**src/rtl/pwm_multi.sv**
```systemverilog
// pwm_multi: multi-channel PWM generator with double-buffered period/duty.
//
// A shared counter is compared against per-channel duty values. Period and
// duty are captured into shadow registers on a load strobe and moved into
// the active registers only at a cycle boundary. Outputs never tear
// mid-cycle as a result.
//
// Build option: define PWM_CENTER_ALIGN_EN for triangle (center-aligned)
// counting. Without it the counter is an edge-aligned sawtooth. The port
// list is the same in both builds.
module pwm_multi #(
    parameter int WIDTH    = 8,
    parameter int CHANNELS = 4
) (
    input  logic                      clk,
    input  logic                      rst,
    input  logic                      enable,
    input  logic [WIDTH-1:0]          period,
    input  logic [CHANNELS*WIDTH-1:0] duty,
    input  logic                      load,
    output logic                      pending,
    output logic                      sync,
    output logic [CHANNELS-1:0]       sig_out
);

    // ------------------------------------------------------------------
    // State
    // ------------------------------------------------------------------
    logic [WIDTH-1:0]          cnt_q,      cnt_d;
    logic [WIDTH-1:0]          period_a_q, period_a_d;
    logic [CHANNELS*WIDTH-1:0] duty_a_q,   duty_a_d;
    logic [WIDTH-1:0]          period_s_q, period_s_d;
    logic [CHANNELS*WIDTH-1:0] duty_s_q,   duty_s_d;
    logic                      pending_q,  pending_d;
    logic                      sync_q,     sync_d;
    logic [CHANNELS-1:0]       sig_q,      sig_d;
`ifdef PWM_CENTER_ALIGN_EN
    // Slope direction of the triangle counter: 0 = counting up, 1 = down.
    logic                      dir_q,      dir_d;
`endif

    // High on the edge that ends the current PWM cycle.
    logic                      boundary_s;

    // Extract the active duty value of one channel.
    function automatic logic [WIDTH-1:0] duty_of(
        input logic [CHANNELS*WIDTH-1:0] vec,
        input int                        ch
    );
        duty_of = vec[ch*WIDTH +: WIDTH];
    endfunction

`ifdef PWM_CENTER_ALIGN_EN
    // Triangle counter: 0,1..P,P-1..1 repeating; the boundary is the edge
    // leaving 1 on the down slope (or every edge for P = 0, and the edge
    // leaving the top state for P = 1).
    always_comb begin
        cnt_d      = '0;
        dir_d      = 1'b0;
        boundary_s = 1'b0;
        if (!enable) begin
            cnt_d      = '0;
            dir_d      = 1'b0;
            boundary_s = 1'b0;
        end else if (period_a_q == '0) begin
            cnt_d      = '0;
            dir_d      = 1'b0;
            boundary_s = 1'b1;
        end else if (!dir_q) begin
            if (cnt_q >= period_a_q) begin
                if (period_a_q == WIDTH'(1)) begin
                    cnt_d      = '0;
                    dir_d      = 1'b0;
                    boundary_s = 1'b1;
                end else begin
                    cnt_d      = cnt_q - WIDTH'(1);
                    dir_d      = 1'b1;
                    boundary_s = 1'b0;
                end
            end else begin
                cnt_d      = cnt_q + WIDTH'(1);
                dir_d      = 1'b0;
                boundary_s = 1'b0;
            end
        end else begin
            if (cnt_q <= WIDTH'(1)) begin
                cnt_d      = '0;
                dir_d      = 1'b0;
                boundary_s = 1'b1;
            end else begin
                cnt_d      = cnt_q - WIDTH'(1);
                dir_d      = 1'b1;
                boundary_s = 1'b0;
            end
        end
    end
`else
    // Sawtooth counter: wraps to 0 after reaching the active period. The
    // >= guard keeps the count bounded even if it ever exceeds the period.
    always_comb begin
        cnt_d      = '0;
        boundary_s = 1'b0;
        if (!enable) begin
            cnt_d      = '0;
            boundary_s = 1'b0;
        end else if (cnt_q >= period_a_q) begin
            cnt_d      = '0;
            boundary_s = 1'b1;
        end else begin
            cnt_d      = cnt_q + WIDTH'(1);
            boundary_s = 1'b0;
        end
    end
`endif

    // Shadow capture and shadow-to-active transfer.
    always_comb begin
        period_s_d = period_s_q;
        duty_s_d   = duty_s_q;
        period_a_d = period_a_q;
        duty_a_d   = duty_a_q;
        pending_d  = pending_q;

        if (load) begin
            period_s_d = period;
            duty_s_d   = duty;
        end else begin
            period_s_d = period_s_q;
            duty_s_d   = duty_s_q;
        end

        if (!enable) begin
            // Idle block: nothing is being generated, so a load can take
            // effect at once without a boundary.
            if (load) begin
                period_a_d = period;
                duty_a_d   = duty;
                pending_d  = 1'b0;
            end else begin
                pending_d  = pending_q;
            end
        end else if (boundary_s) begin
            // A load on the boundary edge bypasses the shadow wait.
            if (load) begin
                period_a_d = period;
                duty_a_d   = duty;
                pending_d  = 1'b0;
            end else if (pending_q) begin
                period_a_d = period_s_q;
                duty_a_d   = duty_s_q;
                pending_d  = 1'b0;
            end else begin
                pending_d  = 1'b0;
            end
        end else begin
            if (load) begin
                pending_d = 1'b1;
            end else begin
                pending_d = pending_q;
            end
        end
    end

    // Compare stage: outputs reflect the count of the previous cycle, so
    // sync and every channel stay aligned to each other.
    always_comb begin
        sig_d  = '0;
        sync_d = 1'b0;
        if (enable) begin
            for (int i = 0; i < CHANNELS; i++) begin
                sig_d[i] = (cnt_q < duty_of(duty_a_q, i));
            end
            sync_d = (cnt_q == '0);
        end else begin
            sig_d  = '0;
            sync_d = 1'b0;
        end
    end

    // State registers with asynchronous clear.
    always_ff @(posedge clk or posedge rst) begin
        if (rst) begin
            cnt_q      <= '0;
            period_a_q <= '0;
            duty_a_q   <= '0;
            period_s_q <= '0;
            duty_s_q   <= '0;
            pending_q  <= 1'b0;
            sync_q     <= 1'b0;
            sig_q      <= '0;
`ifdef PWM_CENTER_ALIGN_EN
            dir_q      <= 1'b0;
`endif
        end else begin
            cnt_q      <= cnt_d;
            period_a_q <= period_a_d;
            duty_a_q   <= duty_a_d;
            period_s_q <= period_s_d;
            duty_s_q   <= duty_s_d;
            pending_q  <= pending_d;
            sync_q     <= sync_d;
            sig_q      <= sig_d;
`ifdef PWM_CENTER_ALIGN_EN
            dir_q      <= dir_d;
`endif
        end
    end

    assign pending = pending_q;
    assign sync    = sync_q;
    assign sig_out = sig_q;

endmodule

```
**config.mk**
```make
export PLATFORM = sky130hd
export DESIGN_NAME = pwm_multi
export DESIGN_NICKNAME = d
export VERILOG_FILES = /design/src/rtl/pwm_multi.sv
export SDC_FILE = /design/constraint.sdc
export NUM_CORES = 1
export LEC_CHECK = 0
export ABC_AREA = 0
export BUFFER_PORTS_ARGS = -buffer_cell sky130_fd_sc_hd__buf_2
export CORE_MARGIN = 10
export CORE_UTILIZATION = 51
export CTS_CLUSTER_SIZE = 12
export DETAILED_ROUTE_END_ITERATION = 12
export PLACE_DENSITY_LB_ADDON = 0.05
export SLEW_MARGIN = 20
export SYNTH_ARGS = -nofsm -noshare
export SYNTH_HDL_FRONTEND = slang
export SYNTH_SLANG_ARGS = --single-unit
export TNS_END_PERCENT = 30
```
**constraint.sdc**
```tcl
create_clock -name clk -period 5.5 [get_ports clk]
set_input_delay 0 -clock clk [delete_from_list [all_inputs] [get_ports clk]]
set_output_delay 0 -clock clk [all_outputs]
set_load 0.02 [all_outputs]
```
==> impl_metrics.ini, run 1 <==
[clock_tree]
cts_tree = done
numCtsBuffers = 9
clock_path_buffers = 2
cts_setup_buffers = 0
clock-sinks = 94
ctsResizeCount = 0
root_buffer = clkbuf_8
cts-htree-levels = 3
clk_latency_ps = 350
path_clk_slew_ps = 90
hold_buffers = 41

[yosys]
synth.most_common_cell = dfrtp_1
syn_nets = 473
synth_area_leader_cell = dfrtp_1
yosys_most_used_dff = dfrtp_1
netlist.area_leader.share = 0.4790
synth_seq_cells = 94
synth_top_cells_by_count = 94 x dfrtp_1, 80 x mux2i_1, 45 x inv_1
synth_cell_types = 32
synth_warnings = 0
synth_seq_area_share = 0.4790
avgSynthCellArea_um2 = 12.56
mappedNetlistArea_mm2 = 0.004911
synth_area_leaders = dfrtp_1 48%, mux2i_1 16%, ha_1 9.7%
netlist_instances = 391
async_flop_share = 1.000
synth-edff-count = 0

[sta]
final_max_slew_viol_count = 0
post-route-period-util = 0.4682
fin_crit_ps = 2575
relSlewSlack = 0.4788
rsz0062_at_grt = false
setup_ws_ps = 2925
fin_skew_ps = 7.216
fin_setup_tns_ps = 0
clock.fmax_mhz = 388.4
hold_ws_ps = 96.29
hold_viol = 0
max_slew.worst_pin.slew_ps = 781.8
setup_viol = 0

[pwr]
cellLeakagePower_nw = 3.104
peakVddDrop_uv = 173.0
power_w = 0.002188
power_density_mw_per_mm2 = 374.9

[finish]
num_antenna_cells = 0
fill_cells = 761
register_area_mm2 = 0.002352
drive_gt1_frac = 0.2387
nets = 564
final_cells = 615
multi_input_area_mm2 = 0.002241
area_delta_synth_final_pct = 18.85

[floorplan]
start_util = 0.5265
rows = 35
io_pins = 50
die_area_mm2 = 0.01395
core_mm2 = 0.009328
dieHeight_um = 118.1
die_w_um = 118.1

[outcome]
status = finished, final reports clean

[detailed_routing]
vias = 3079
drt-total-wl_um = 9062
drt_iter0_drc = 80
wl_per_cell_um = 14.73
firstDrtPassIters = 4
via_per_inst = 5.007
ant_nets = 0
drc = 0

[grt]
overflow = 0
grt_max_degree = 82
grt_pass1_vias = 3341
antenna_found_initial = 0
grt.total_usage = 0.1374
grt_pass1_wl_um = 16180

[place]
placed_cells = 558
post-place-ws_ps = 2954
dp_hpwl_um = 5998
port_buffers = 49
place_congestion = 0.7904

[critical_path]
crit_path_start_kind = register
worstPathMaxFanout = 40
crit_type = register to register
end_kind = register
required_ps = 5770
worst_ep_arrival_time_ps = 2850

[worst_hold_path]
min_path_type = input pin to asynchronous set/reset pin

[flow_run]
drv_cap = 0
[report_power, final]
| part | leakage, nW | switching (W) | internal (W) |
|---|---|---|---|
| sequential | 1.11 | 0.0000865 | 0.000888 |
| clock | 0.102 | 0.000238 | 0.000235 |
| combinational | 1.89 | 0.000390 | 0.000351 |
| total | 3.10 | 0.000714 | 0.00147 |
[stage by stage]
stage | util | area [um^2]
global placement | 0.5567 | 5192
finish | 0.6258 | 5837
CTS | 0.6228 | 5809
detailed placement | 0.5567 | 5192
floorplan | - | 4911
global route | 0.6258 | 5837
[cell usage in the layout, fill, tap and decap left out, types with 2 or more instances in the layout]
cell type | Yosys | routed
a31oi_1 | 4 | 4
nand3_1 | 9 | 9
buf_2 | 4 | 49
a21o_1 | 4 | 4
nor2_1 | 13 | 13
ha_1 | 38 | 38
buf_4 | 0 | 3
or2_2 | 2 | 2
mux2i_1 | 80 | 80
xor2_1 | 4 | 4
xnor2_1 | 2 | 2
clkbuf_8 | 0 | 11
nand3b_1 | 4 | 4
and3_1 | 2 | 2
dfrtp_1 | 94 | 94
o2bb2ai_1 | 4 | 4
mux2_2 | 40 | 40
nand2_1 | 7 | 7
dlygate4sd3_1 | 0 | 41
o21ai_0 | 9 | 9
a21oi_1 | 7 | 7
inv_1 | 45 | 44
[final cells by class]
type,count,share of cell area
timing repair buffer,94,0.1209
inverter,45,0.02915
sequential,94,0.4030
clock buffer,11,0.02594
clock inverter,4,0.009432
multi-input combinational,238,0.3839
tap,129,0.02765
[worst paths after layout]
kind	from	endpoint	slack, ps	depth (start not counted)
min	rst	duty_s_q[11]	100	3
max in group asynchronous	rst	duty_a_q[30]	4480	5
min in group clk	load	duty_s_q[27]	250	2
min reg2reg	duty_s_q[29]	duty_s_q[29]	500	1
max	cnt_q[0]	duty_a_q[29]	2930	7
max reg2reg	cnt_q[0]	duty_a_q[29]	2930	7
[sequential cells by signal (all words and copies together), names as in the netlist]
register,count
cnt_q,8
duty_a_q,32
duty_s_q,32
pending,1
period_a_q,8
period_s_q,8
sig_out,4
sync,1
[worst max-delay path, stage by stage (launching register included)]
cell and delay (ps):
dfrtp_1 520, inv_1 110, ha_1 310, nand2b_4 150, a2111oi_4 350, o311ai_2 200
nand2_4 550, mux2i_1 270
[cells by family (layout without fill, tap and decap cells)]
group                    Yosys count  after routing  share of synthesized area
AO/OA/AOI/OAI                     31             31                    0.04739
XOR/XNOR                           6              6                    0.01070
adder cells (fa/ha/maj)           38             38                    0.09682
buffers and inverters             59            154                    0.06471
flip-flops                        94             94                     0.4790
multiplexers                     120            120                     0.2548
AND/OR/NAND/NOR                   43             43                    0.04662
[layer usage]
metal | part of all wire | wire length, um | vias to the layer above | track usage
met3 | 0.027 | 244 | 10 | 0.02094
met5 | 0 | 0 | - | 0
li1 | - | - | 1529 | -
met1 | 0.48 | 4361 | 1499 | 0.1773
met4 | 0.015 | 134 | 0 | 0.04869
met2 | 0.48 | 4321 | 41 | 0.2288
Note: power is estimated with default switching activity, not from simulation.
==> run 2: changes to the inputs <==
--- a/config.mk
+++ b/config.mk
@@ -5,7 +5,7 @@
 export SDC_FILE = /design/constraint.sdc
 export NUM_CORES = 1
 export LEC_CHECK = 0
-export ABC_AREA = 0
+export ABC_AREA = 1
 export BUFFER_PORTS_ARGS = -buffer_cell sky130_fd_sc_hd__buf_2
 export CORE_MARGIN = 10
 export CORE_UTILIZATION = 51
==> constraint.sdc (replaced) <==
create_clock -name clk -period 2.4 [get_ports clk]
set_input_delay 0 -clock clk [delete_from_list [all_inputs] [get_ports clk]]
set_output_delay 0 -clock clk [all_outputs]
set_load 0.02 [all_outputs]
==> impl_metrics.ini, run 2 <==
[yosys]
avgSynthCellArea_um2 = 7.832
mappedNetlistArea_mm2 = 0.005005
synth.most_common_cell = nand2_1
syn_nets = 721
synth_warnings = 0
synth-edff-count = 0
netlist_instances = 639
async_flop_share = 1.000
netlist.area_leader.share = 0.4700
synth_area_leaders = dfrtp_1 47%, nand2_1 15%, ha_1 9.5%
synth_area_leader_cell = dfrtp_1
synth_seq_area_share = 0.4700
synth_cell_types = 25
synth_top_cells_by_count = 205 x nand2_1, 94 x dfrtp_1, 87 x inv_1
yosys_most_used_dff = dfrtp_1
synth_seq_cells = 94

[sta]
final_max_slew_viol_count = 0
setup_viol = 0
post-route-period-util = 0.8213
max_slew.worst_pin.slew_ps = 733.5
relSlewSlack = 0.5100
fin_skew_ps = 9.154
clock.fmax_mhz = 507.3
fin_crit_ps = 1971
hold_viol = 0
fin_setup_tns_ps = 0
rsz0062_at_grt = false
hold_ws_ps = 305.1

[grt]
overflow = 0
grt_pass1_vias = 4197
grt.total_usage = 0.1588
antenna_found_initial = 0
grt_max_degree = 81
grt_pass1_wl_um = 19140

[place]
placed_area_mm2 = 0.005381
port_buffers = 49
dp_hpwl_um = 7558
place_congestion = 0.8448

[finish]
register_area_mm2 = 0.002352
final_cell_mix = 205 x nand2_1, 94 x dfrtp_1, 86 x inv_1
drive_gt1_frac = 0.1148
final_common_cell = nand2_1
finalInstanceArea_mm2 = 0.006012
num_antenna_cells = 0
top_regs = duty_a_q x32, duty_s_q x32
area_delta_synth_final_pct = 20.13
nets = 809
multi_input_area_mm2 = 0.002151
fill_cells = 839

[floorplan]
core_mm2 = 0.009684
rows = 36
die_w_um = 119.1
die_area_mm2 = 0.01418
dieHeight_um = 119.1
io_pins = 50
start_util = 0.5168

[clock_tree]
path_clk_slew_ps = 90
clk_latency_ps = 360
numCtsBuffers = 9
cts_tree = done
ctsResizeCount = 0
clock_path_buffers = 2
clock-sinks = 94
cts-htree-levels = 3
root_buffer = clkbuf_8

[pwr]
peakVddDrop_uv = 357.3
clkPwrFrac = 0.256
combPwrFrac = 0.267
power_density_mw_per_mm2 = 693.8
swShare = 0.3218
switchingPower_w = 0.001342
seqPwrFrac = 0.476
p_int_w = 0.002829
cellLeakagePower_nw = 3.246

[detailed_routing]
via_per_inst = 4.800
drt-total-wl_um = 10700
firstDrtPassIters = 4
vias = 4152
drc = 0
ant_nets = 0
drt_iter0_drc = 174
wl_per_cell_um = 12.37

[critical_path]
crit_type = register to register
required_ps = 2700
r2r_end = duty_a_q[18]
rrSetupSlack_ps = 430
startpoint = cnt_q[3]
reg2reg_depth = 10
worst_ep_arrival_time_ps = 2270
worstPathMaxFanout = 48
regToRegStartpoint = cnt_q[3]
end_kind = register
crit_path_start_kind = register

[worst_hold_path]
min_path_type = input pin to asynchronous set/reset pin

[outcome]
status = finished, final reports clean

[flow_run]
drv_cap = 0
==> run 2: critical path: stages (launching register included) <==
cell	delay, ps
dfrtp_1	530
ha_1	370
nand2_1	60
inv_1	50
nand2_1	50
nand2_1	50
nand2_1	70
nand2_2	70
buf_4	410
nand3_1	150
nand2_1	100
==> run 2: per-stage QoR <==
step / setup slack, ps / utilization / power (W) / std cells
5_1_grt: 221.4 / 0.6208 / 0.004512 / 865
3_3_place_gp: 466.5 / 0.5557 / 0.003052 / 806
6_report: 428.8 / 0.6208 / 0.004171 / 865
2_1_floorplan: 696.6 / - / 0.002796 / 639
4_1_cts: 431.0 / 0.6208 / 0.004235 / 865
3_5_place_dp: 471.9 / 0.5557 / 0.003091 / 806
==> run 2: metal layers <==
metal / up-vias / GRT usage / part of all wire
li1: 2193 / - / -
met1: 1906 / 0.2106 / 0.51
met2: 43 / 0.2521 / 0.45
met3: 10 / 0.03354 / 0.028
met4: 0 / 0.05420 / 0.013
met5: - / 0 / 0
==> run 2: worst max-delay path by stage <==
stage          slack, ps            to
3_5_place_dp         470  duty_a_q[11]
5_1_grt              220  duty_a_q[28]
6_report             430  duty_a_q[18]
3_3_place_gp         470  duty_a_q[16]
2_1_floorplan        700   duty_a_q[0]
4_1_cts              430   duty_a_q[1]
==> run 2: layout make-up <==
| type | count | area share |
|---|---|---|
| clock buffers | 12 | 0.02581 |
| flip-flops and latches | 94 | 0.3913 |
| inverters | 90 | 0.05682 |
| repair buffers | 107 | 0.1332 |
| clock inverters | 4 | 0.007492 |
| multi-input cells | 425 | 0.3578 |
| well taps | 133 | 0.02768 |
==> run 2: power groups by stage <==
stage / combinational [W] / sequential, W / clock (W)
after floorplan: 0.000786 / 0.00201 / 0
final: 0.00112 / 0.00199 / 0.00107
after global routing: 0.00133 / 0.00202 / 0.00116
after CTS: 0.00113 / 0.00199 / 0.00111
after global placement: 0.00104 / 0.00201 / 0
after detailed placement: 0.00107 / 0.00202 / 0
==> run 2: what timing repair did <==
item	CTS	global route
buffers inserted	0	0
endpoints found under the hold margin	81	0
hold buffers	43	0
==> run 2: cells by family (layout without fill, tap and decap cells) <==
group | after synthesis | after routing | share of synthesized area
adder cells (fa/ha/maj) | 38 | 38 | 0.09500
AND/OR/NAND/NOR | 281 | 281 | 0.2245
buffers and inverters | 120 | 213 | 0.1002
XOR/XNOR | 3 | 3 | 0.005251
AO/OA/AOI/OAI | 103 | 103 | 0.1050
flip-flops | 94 | 94 | 0.4700
==> run 3: changes to the inputs <==
--- a/config.mk
+++ b/config.mk
@@ -5,7 +5,7 @@
 export SDC_FILE = /design/constraint.sdc
 export NUM_CORES = 1
 export LEC_CHECK = 0
-export ABC_AREA = 1
+export ABC_AREA = 0
 export BUFFER_PORTS_ARGS = -buffer_cell sky130_fd_sc_hd__buf_2
 export CORE_MARGIN = 10
 export CORE_UTILIZATION = 51
==> constraint.sdc (replaced) <==
create_clock -name clk -period 1.7 [get_ports clk]
set_input_delay 0 -clock clk [delete_from_list [all_inputs] [get_ports clk]]
set_output_delay 0 -clock clk [all_outputs]
set_load 0.02 [all_outputs]
==> impl_metrics.ini, run 3 (synthesis results as in run 1) <==
[outcome]
status = complete, but fails checks
violations = negative setup slack

[grt]
grt_pass1_vias = 3528
grt_max_degree = 46
overflow = 0
grt_pass1_wl_um = 17210
antenna_found_initial = 0
grt.total_usage = 0.1464

[finish]
area_delta_synth_final_pct = 26.14
top_regs = duty_a_q x32, duty_s_q x32
finalInstanceArea_mm2 = 0.006195
nets = 586
final_cell_mix = 94 x dfrtp_1, 79 x mux2i_1, 49 x buf_2
num_antenna_cells = 0
drive_gt1_frac = 0.2821
final_common_cell = dfrtp_1

[detailed_routing]
ant_nets = 0
drt-total-wl_um = 9870
drt_iter0_drc = 110
wl_per_cell_um = 15.52
via_per_inst = 4.987
firstDrtPassIters = 6
vias = 3172
drc = 0

[floorplan]
core_mm2 = 0.009328
rows = 35
die_area_mm2 = 0.01395
dieHeight_um = 118.1
io_pins = 50
start_util = 0.5265
die_w_um = 118.1

[sta]
hold_viol = 0
clock.fmax_mhz = 513.5
hold_ws_ps = 142.9
final_max_slew_viol_count = 0
max_slew.worst_pin.slew_ps = 648.2
fin_crit_ps = 1947
rsz0062_at_grt = true
setup_ws_ps = -247.2
relSlewSlack = 0.5669
post-route-period-util = 1.145
setup_viol = 49
fin_skew_ps = 12.40

[pwr]
power_density_mw_per_mm2 = 1254
peakVddDrop_uv = 732.5
cellLeakagePower_nw = 3.240

[clock_tree]
path_clk_slew_ps = 90
clock-sinks = 94
clock_path_buffers = 2
cts_tree = done
numCtsBuffers = 9
clk_latency_ps = 350
cts-htree-levels = 3
root_buffer = clkbuf_8

[flow_run]
drv_cap = 0

[critical_path]
worst_ep_arrival_time_ps = 2220
crit_path_start_kind = register
worstPathMaxFanout = 6
end_kind = register
crit_type = register to register
required_ps = 1970
rrSetupSlack_ps = -250

[worst_hold_path]
min_path_type = input pin to register

[place]
dp_hpwl_um = 6915
place_congestion = 0.7534
placed_area_mm2 = 0.005433
port_buffers = 49
## run 3: critical path, stage by stage (launching register included)
cell	delay (ps)
dfrtp_1	390
inv_2	80
ha_4	200
nand2b_4	140
a2111oi_4	340
o311ai_4	140
nand2_4	170
buf_6	170
mux2i_2	240
## run 3: stage by stage
step                      total power (W)  instances  setup slack [ps]  utilization  setup TNS [ps]
after floorplan                  0.005054        391            -260.9            -          -11450
after global routing             0.008362        636            -335.5       0.6641          -12260
after CTS                        0.007814        636            -271.6       0.6613           -9326
final                            0.007769        636            -247.2       0.6641           -8311
after detailed placement         0.005824        578            -340.6       0.5824          -12150
after global placement           0.005643        578            -209.3       0.5824           -8959
## run 3: area by class of cell
cell class / count / area (um^2)
Fill cell: 703 / 3133
Multi-Input combinational cell: 238 / 2318
Tap cell: 129 / 161.4
Timing Repair Buffer: 116 / 964.7
Inverter: 45 / 172.7
Clock buffer: 10 / 127.6
Sequential cell: 94 / 2352
Clock inverter: 4 / 97.59
## run 3: final timing paths
kind | end | cells past startpoint | from
worst max-delay path | period_a_q[3] | 8 | cnt_q[0]
worst min-delay path | duty_s_q[11] | 2 | load
worst max register to register | period_a_q[3] | 8 | cnt_q[0]
worst min register to register | duty_s_q[16] | 1 | duty_s_q[16]
max in group asynchronous | duty_s_q[21] | 4 | rst
min in group asynchronous | duty_s_q[13] | 3 | rst
## run 3: timing repair
item / CTS / global route
setup endpoints to repair: 49 / 52
hold endpoints to repair: 102 / 0
setup buffers: 1 / 0
gates resized for setup: 10 / 4
cloned: 1 / 0
pin swaps: 9 / 3
hold buffers: 42 / 0
## run 3: power breakdown
| group | total, W | switching (W) | internal, W |
|---|---|---|---|
| logic | 0.00299 | 0.00154 | 0.00144 |
| clock network | 0.00171 | 0.000747 | 0.000962 |
| registers | 0.00307 | 0.000198 | 0.00287 |
## run 3: metal layers
layer	wire [um]	part of all wire	GRT usage	vias up
met4	105	0.011	0.04019	0
met2	4940	0.50	0.2531	39
met1	4550	0.46	0.1787	1548
li1	-	-	-	1574
met3	273	0.028	0.03332	11
met5	0	0	0	-
